--- src/rtl/regfile_write_arbiter_if.sv ---
// Bundle between WB/AUX requesters, the write arbiter and the register file write port.
// With REGFILE_ARB_BYPASS_EN defined, the read-forwarding signals are included.
interface regfile_write_arbiter_if #(
   parameter int unsigned DATA_W = 32,
   parameter int unsigned ADDR_W = 5
);
   logic              wb_valid;
   logic [ADDR_W-1:0] wb_reg;
   logic [DATA_W-1:0] wb_data;
   logic              wb_stall;
   logic              aux_valid;
   logic              aux_ready;
   logic [ADDR_W-1:0] aux_reg;
   logic [DATA_W-1:0] aux_data;
   logic [1:0]        aux_count;
   logic              rf_write_en;
   logic [ADDR_W-1:0] rf_write_reg;
   logic [DATA_W-1:0] rf_write_data;
`ifdef REGFILE_ARB_BYPASS_EN
   logic [ADDR_W-1:0] rd_reg_1;
   logic [ADDR_W-1:0] rd_reg_2;
   logic              rd_hit_1;
   logic              rd_hit_2;
   logic [DATA_W-1:0] rd_data_1;
   logic [DATA_W-1:0] rd_data_2;

   modport master (
      output wb_valid, wb_reg, wb_data, aux_valid, aux_reg, aux_data, rd_reg_1, rd_reg_2,
      input  wb_stall, aux_ready, aux_count, rf_write_en, rf_write_reg, rf_write_data,
      input  rd_hit_1, rd_hit_2, rd_data_1, rd_data_2
   );
   modport slave (
      input  wb_valid, wb_reg, wb_data, aux_valid, aux_reg, aux_data, rd_reg_1, rd_reg_2,
      output wb_stall, aux_ready, aux_count, rf_write_en, rf_write_reg, rf_write_data,
      output rd_hit_1, rd_hit_2, rd_data_1, rd_data_2
   );
`else
   modport master (
      output wb_valid, wb_reg, wb_data, aux_valid, aux_reg, aux_data,
      input  wb_stall, aux_ready, aux_count, rf_write_en, rf_write_reg, rf_write_data
   );
   modport slave (
      input  wb_valid, wb_reg, wb_data, aux_valid, aux_reg, aux_data,
      output wb_stall, aux_ready, aux_count, rf_write_en, rf_write_reg, rf_write_data
   );
`endif
endinterface

--- src/rtl/regfile_write_arbiter.sv ---
// Shares the register file write port between WB (priority) and a 2-deep AUX FIFO with
// bounded starvation. Define REGFILE_ARB_BYPASS_EN to add read-forwarding of pending writes.
module regfile_write_arbiter #(
   parameter int unsigned DATA_W       = 32,
   parameter int unsigned ADDR_W       = 5,
   parameter int unsigned STARVE_LIMIT = 4
) (
   input logic clk,
   input logic rst_n,
   regfile_write_arbiter_if.slave bus
);
   localparam logic [3:0] StarveMax = 4'(STARVE_LIMIT);

   logic [ADDR_W-1:0] fifo_reg_q  [2];
   logic [DATA_W-1:0] fifo_data_q [2];
   logic              rd_ptr_q;
   logic [1:0]        count_q, count_d;
   logic [3:0]        starve_q, starve_d;
   logic              en_q;
   logic [ADDR_W-1:0] reg_q;
   logic [DATA_W-1:0] data_q;

   logic wb_eff, aux_rdy, push, head_valid, grant_aux, grant_wb, wr_ptr;

   always_comb begin
      wb_eff     = bus.wb_valid && (bus.wb_reg != '0);
      aux_rdy    = (count_q != 2'd2);
      push       = bus.aux_valid && aux_rdy && (bus.aux_reg != '0);
      head_valid = (count_q != 2'd0);
      grant_aux  = head_valid && (!wb_eff || (starve_q >= StarveMax));
      grant_wb   = wb_eff && !grant_aux;
      // Next free slot sits one past the head only when exactly one entry is held
      wr_ptr     = rd_ptr_q ^ count_q[0];
      count_d    = count_q + {1'b0, push} - {1'b0, grant_aux};
      starve_d   = starve_q;
      if (grant_aux || !head_valid) begin
         starve_d = 4'd0;
      end else if (grant_wb && (starve_q < StarveMax)) begin
         starve_d = starve_q + 4'd1;
      end
   end

   always_ff @(posedge clk or negedge rst_n) begin
      if (!rst_n) begin
         fifo_reg_q[0]  <= '0;
         fifo_reg_q[1]  <= '0;
         fifo_data_q[0] <= '0;
         fifo_data_q[1] <= '0;
         rd_ptr_q       <= 1'b0;
         count_q        <= 2'd0;
         starve_q       <= 4'd0;
         en_q           <= 1'b0;
         reg_q          <= '0;
         data_q         <= '0;
      end else begin
         if (push) begin
            fifo_reg_q[wr_ptr]  <= bus.aux_reg;
            fifo_data_q[wr_ptr] <= bus.aux_data;
         end
         if (grant_aux) begin
            rd_ptr_q <= ~rd_ptr_q;
         end
         count_q  <= count_d;
         starve_q <= starve_d;
         if (grant_wb) begin
            en_q   <= 1'b1;
            reg_q  <= bus.wb_reg;
            data_q <= bus.wb_data;
         end else if (grant_aux) begin
            en_q   <= 1'b1;
            reg_q  <= fifo_reg_q[rd_ptr_q];
            data_q <= fifo_data_q[rd_ptr_q];
         end else begin
            en_q <= 1'b0;
         end
      end
   end

   assign bus.wb_stall      = wb_eff && grant_aux;
   assign bus.aux_ready     = aux_rdy;
   assign bus.aux_count     = count_q;
   assign bus.rf_write_en   = en_q;
   assign bus.rf_write_reg  = reg_q;
   assign bus.rf_write_data = data_q;

`ifdef REGFILE_ARB_BYPASS_EN
   // Returns {hit, data}; newest FIFO entry beats head, head beats the in-flight write.
   function automatic logic [DATA_W:0] fwd(
      input logic [ADDR_W-1:0] a,
      input logic              tv, input logic [ADDR_W-1:0] tr, input logic [DATA_W-1:0] td,
      input logic              hv, input logic [ADDR_W-1:0] hr, input logic [DATA_W-1:0] hd,
      input logic              iv, input logic [ADDR_W-1:0] ir, input logic [DATA_W-1:0] id
   );
      logic [DATA_W:0] r;
      r = '0;
      if (a != '0) begin
         if (tv && (tr == a))      r = {1'b1, td};
         else if (hv && (hr == a)) r = {1'b1, hd};
         else if (iv && (ir == a)) r = {1'b1, id};
      end
      return r;
   endfunction

   logic [DATA_W:0] fwd_1, fwd_2;
   logic            tail_valid;

   always_comb begin
      tail_valid = (count_q == 2'd2);
      fwd_1 = fwd(bus.rd_reg_1,
                  tail_valid, fifo_reg_q[~rd_ptr_q], fifo_data_q[~rd_ptr_q],
                  head_valid, fifo_reg_q[rd_ptr_q], fifo_data_q[rd_ptr_q],
                  en_q, reg_q, data_q);
      fwd_2 = fwd(bus.rd_reg_2,
                  tail_valid, fifo_reg_q[~rd_ptr_q], fifo_data_q[~rd_ptr_q],
                  head_valid, fifo_reg_q[rd_ptr_q], fifo_data_q[rd_ptr_q],
                  en_q, reg_q, data_q);
   end

   assign bus.rd_hit_1  = fwd_1[DATA_W];
   assign bus.rd_data_1 = fwd_1[DATA_W-1:0];
   assign bus.rd_hit_2  = fwd_2[DATA_W];
   assign bus.rd_data_2 = fwd_2[DATA_W-1:0];
`endif
endmodule

--- src/flat_wrapper.sv ---
// flat-port wrapper written by rule: the top's interface ports become plain ports
module regfile_write_arbiter_flat 
#(
   parameter int unsigned DATA_W       = 32,
   parameter int unsigned ADDR_W       = 5,
   parameter int unsigned STARVE_LIMIT = 4
)
  (clk, rst_n, bus_wb_valid, bus_wb_reg, bus_wb_data, bus_aux_valid, bus_aux_reg, bus_aux_data, bus_wb_stall, bus_aux_ready, bus_aux_count, bus_rf_write_en, bus_rf_write_reg, bus_rf_write_data);
  regfile_write_arbiter_if #(.DATA_W(DATA_W), .ADDR_W(ADDR_W)) bus_i ();
  input logic clk;
  input logic rst_n;
  input wire logic [$bits(bus_i.wb_valid)-1:0] bus_wb_valid;
  input wire logic [$bits(bus_i.wb_reg)-1:0] bus_wb_reg;
  input wire logic [$bits(bus_i.wb_data)-1:0] bus_wb_data;
  input wire logic [$bits(bus_i.aux_valid)-1:0] bus_aux_valid;
  input wire logic [$bits(bus_i.aux_reg)-1:0] bus_aux_reg;
  input wire logic [$bits(bus_i.aux_data)-1:0] bus_aux_data;
  output wire logic [$bits(bus_i.wb_stall)-1:0] bus_wb_stall;
  output wire logic [$bits(bus_i.aux_ready)-1:0] bus_aux_ready;
  output wire logic [$bits(bus_i.aux_count)-1:0] bus_aux_count;
  output wire logic [$bits(bus_i.rf_write_en)-1:0] bus_rf_write_en;
  output wire logic [$bits(bus_i.rf_write_reg)-1:0] bus_rf_write_reg;
  output wire logic [$bits(bus_i.rf_write_data)-1:0] bus_rf_write_data;
  assign bus_i.wb_valid = bus_wb_valid;
  assign bus_i.wb_reg = bus_wb_reg;
  assign bus_i.wb_data = bus_wb_data;
  assign bus_i.aux_valid = bus_aux_valid;
  assign bus_i.aux_reg = bus_aux_reg;
  assign bus_i.aux_data = bus_aux_data;
  assign bus_wb_stall = bus_i.wb_stall;
  assign bus_aux_ready = bus_i.aux_ready;
  assign bus_aux_count = bus_i.aux_count;
  assign bus_rf_write_en = bus_i.rf_write_en;
  assign bus_rf_write_reg = bus_i.rf_write_reg;
  assign bus_rf_write_data = bus_i.rf_write_data;
  regfile_write_arbiter #(.DATA_W(DATA_W), .ADDR_W(ADDR_W), .STARVE_LIMIT(STARVE_LIMIT)) u_core (.clk(clk), .rst_n(rst_n), .bus(bus_i));
endmodule
--- config.mk ---
export PLATFORM = sky130hd
export DESIGN_NAME = regfile_write_arbiter_flat
export DESIGN_NICKNAME = d
export VERILOG_FILES = /design/src/rtl/regfile_write_arbiter_if.sv /design/src/rtl/regfile_write_arbiter.sv /design/src/flat_wrapper.sv
export SDC_FILE = /design/constraint.sdc
export NUM_CORES = 1
export LEC_CHECK = 0
export ABC_AREA = 1
export BUFFER_PORTS_ARGS = -buffer_cell sky130_fd_sc_hd__buf_2
export CAP_MARGIN = 20
export CORE_MARGIN = 5
export CORE_UTILIZATION = 40
export DETAILED_ROUTE_END_ITERATION = 8
export HOLD_SLACK_MARGIN = 0.08
export PLACE_DENSITY_LB_ADDON = 0.15
export SLEW_MARGIN = 10
export SYNTH_ARGS = -nofsm -noshare
export SYNTH_HDL_FRONTEND = slang
export SYNTH_SLANG_ARGS = --single-unit
--- constraint.sdc ---
create_clock -name clk -period 2.01 [get_ports clk]
set_input_delay 0.1005 -clock clk [delete_from_list [all_inputs] [get_ports clk]]
set_output_delay 0.1005 -clock clk [all_outputs]
set_load 0.005 [all_outputs]
==> impl_metrics.env <==
export IMPL_dpl_cell_count=915
export IMPL_num_rows=42
export IMPL_die_area_sq_um=15900
export IMPL_finalWorstSetupSlack_ns=0.310
export IMPL_comb_power_share_pct=38.6
export IMPL_routed_via_density=4.73
export IMPL_fp_dieH_um=126
export IMPL_grt_use_total_pct=18.4
export IMPL_period_share_pct=84.6
export IMPL_antenna_cells=0
export IMPL_maxCapViolations=0
export IMPL_worst_path_buf_inv=5
export IMPL_synthCells=643
export IMPL_peakVddDrop_mv=1.01
export IMPL_start_util_pct=40.8
export IMPL_p_int_w=0.00708
export IMPL_vias=4822
export IMPL_crit_end="bus_wb_stall"
export IMPL_crit_fanout=6
export IMPL_critical_path_top_delay_family="buffers and inverters"
export IMPL_routedWlPerCell_um=13.6
export IMPL_cp_startpoint="bus_wb_reg[4]"
export IMPL_final_cell_mix="nand2_1 (228), dfrtp_1 (119), buf_2 (118), dlygate4sd3_1 (75), o21ai_0 (48)"
export IMPL_p_sw_share_pct=36.7
export IMPL_coreArea_sq_um=13200
export IMPL_grt_overflow_total=0
export IMPL_cp_arrival_ns=1.60
export IMPL_dieWidth_um=126
export IMPL_finalMaxSlewViolations=0
export IMPL_grt_pass1_wl_um=23800
export IMPL_post_route_util_pct=56.2
export IMPL_cp_slowest_cell="dlygate4sd3_1"
export IMPL_cts_htree_levels=4
export IMPL_syn_num_nets=724
export IMPL_fin_cells=1020
export IMPL_ys_ff_latch=119
export IMPL_cp_depth=9
export IMPL_use_met1_pct=23.7
export IMPL_firstDrtPassIters=5
export IMPL_ctsResizeCount=0
export IMPL_clockBufferDepth=2
export IMPL_ys_seq_area_share_pct=55.1
export IMPL_worstPathRequired_ns=1.91
export IMPL_numCtsBuffers=17
export IMPL_cp_start_kind="input port"
export IMPL_relSlewSlack_pct=55.0
export IMPL_fin_tns_setup_ns=0
export IMPL_cts_root_buf="clkbuf_16"
export IMPL_area_delta_synth_final_pct=37.7
export IMPL_layout_commonest_cell="nand2_1"
export IMPL_yosys_cell_types_count=26
export IMPL_seq_power_share_pct=37.1
export IMPL_syn_area_per_cell_sq_um=8.40
export IMPL_largest_reg_flops=64
export IMPL_fmax_ghz=0.588
export IMPL_clock_sinks=119
export IMPL_drc=0
export IMPL_finalSetupViolations=0
export IMPL_drtIter0Drc=333
export IMPL_grt_busiest_layer="met2"
export IMPL_yosys_warnings=0
export IMPL_path_cells="dlygate4sd3_1 -> buf_2 -> nor2_1 -> nand3_2 -> nand2_1 -> inv_1 -> nand2_1 -> inv_1 -> buf_2"
export IMPL_place_hpwl_um=8860
export IMPL_rrSetupSlack_ns=0.35
export IMPL_crit_path_max_incr_delay_ns=0.54
export IMPL_grt_setup_unrepaired="no"
export IMPL_grt_use_met3_pct=4.66
export IMPL_netlist_area_sq_um=5400
export IMPL_dp_slack_ns=0.385
export IMPL_grtUsageMet2_pct=30.8
export IMPL_pin_count=120
export IMPL_grt_max_degree=75
export IMPL_routed_wl_um=13900
export IMPL_min_period_ns=1.70
export IMPL_tightest_slew_ns=0.675
export IMPL_drive_gt1_share_pct=22.0
export IMPL_power_switching_w=0.00410
export IMPL_timing_rr_end="u_core.bus.aux_count[1]$_DFF_PN0_"
export IMPL_antenna_found_initial=0
export IMPL_cp_end_kind="output port"
export IMPL_outcome="finished, final reports clean"
export IMPL_drtAntennaViolNets=0
export IMPL_finalNetCount=914
export IMPL_p_leak_nw=3.84
export IMPL_clock_power_share_pct=24.3
export IMPL_port_buffers=119
export IMPL_hp_class="in -> reg"
export IMPL_hold_ws_ns=0.224
export IMPL_r2r_cells=8
export IMPL_grt_pass1_vias=4938
export IMPL_routabilityCongestion=0.753
export IMPL_n_fill_cell=1229
export IMPL_cts_tree="built"
export IMPL_p_per_area_nw_per_um2=1500
export IMPL_cts_clk_slew_worst_paths_ns=0.05
export IMPL_insertion_delay_ns=0.41
export IMPL_crit_type="in -> out"
export IMPL_largest_register="u_core.fifo_data_q"
export IMPL_skew_ns=0.00663
export IMPL_final_hold_viol_count=0
export IMPL_r2r_start="u_core.bus.aux_count[1]$_DFF_PN0_"
-- how the worst min path moves through the flow --
stage,startpoint,endpoint,slack (ns),depth (start not counted)
6_report,bus_aux_valid,u_core.bus.aux_count[0]$_DFF_PN0_,0.22,5
5_1_grt,bus_wb_valid,u_core.bus.rf_write_data[28]$_DFFE_PN0P_,0.28,4
4_1_cts,bus_aux_valid,u_core.bus.aux_count[0]$_DFF_PN0_,0.22,5
3_5_place_dp,rst_n,u_core.bus.rf_write_data[3]$_DFFE_PN0P_,0.19,1
3_3_place_gp,rst_n,u_core.bus.rf_write_data[3]$_DFFE_PN0P_,0.17,1
2_1_floorplan,rst_n,u_core.bus.aux_count[0]$_DFF_PN0_,-0.20,0
-- routing by layer --
metal | routed length (um) | vias to the layer above
met5 | 0 | -
met4 | 123 | 0
met3 | 633 | 11
met2 | 6800 | 101
met1 | 6350 | 2300
li1 | - | 2410
-- synth_stat cells, drive strengths merged --
master | count | share of area [%]
nand3 | 4 | 0.46
inv | 47 | 3.3
nor3 | 1 | 0.093
o21ai | 111 | 12
clkbuf | 8 | 0.58
buf | 31 | 4.1
dfrtp | 119 | 55
xnor2 | 4 | 0.65
a21boi | 1 | 0.21
ha | 3 | 0.69
a21oi | 37 | 3.4
nand3b | 1 | 0.14
nand2 | 229 | 16
xor2 | 1 | 0.16
nor2 | 44 | 3.1
conb | 1 | 0.069
o211ai | 1 | 0.39
-- power groups by stage --
stage / Sequential (W) / Clock (W) / Combinational (W)
6_report: 0.00415 / 0.00272 / 0.00431
5_1_grt: 0.00429 / 0.00289 / 0.00495
4_1_cts: 0.00414 / 0.00279 / 0.00438
3_5_place_dp: 0.00417 / 0 / 0.00424
3_3_place_gp: 0.00412 / 0 / 0.00414
2_1_floorplan: 0.00412 / 0 / 0.00300
-- kinds of logic (layout without fill, tap and decap cells) --
family | after synthesis | count (layout) | share of synthesized area [%]
simple gates | 279 | 279 | 19.8
buf+inv | 86 | 287 | 7.96
compound gates | 150 | 150 | 15.6
fa+ha+maj | 3 | 3 | 0.695
other cells | 1 | 1 | 0.0694
flops | 119 | 119 | 55.1
xor+xnor | 5 | 5 | 0.810
-- cell type report --
cell class                      count  area (sq um)  share of cell area (%)
Sequential cell                   119          2980                    40.0
Multi-Input combinational cell    438          2000                    26.8
Timing Repair Buffer              210          1530                    20.6
Clock buffer                       27           523                    7.03
Tap cell                          176           220                    2.96
Inverter                           47           176                    2.37
Clock inverter                      3          15.0                   0.202
-- repair_timing --
action	4_1_cts	5_1_grt
setup buffers	0	0
setup endpoints to repair	0	0
endpoints found under the hold margin	157	0
hold buffers	75	0
-- stage by stage --
stage,instance area (sq um),power [W]
after floorplan,5400,0.00713
after global placement,6150,0.00826
after detailed placement,6150,0.00841
after CTS,7440,0.0113
after global routing,7440,0.0121
final,7440,0.0112
-- tightest hold or removal path: cells and delay by family --
kind	cells	cell delay (ns)
and+or+nand+nor	1	0.08
AOI/OAI and AO/OA	1	0.16
adders and majority gates	1	0.12
buffers and inverters	2	0.14
(Power assumes the default switching activity.)
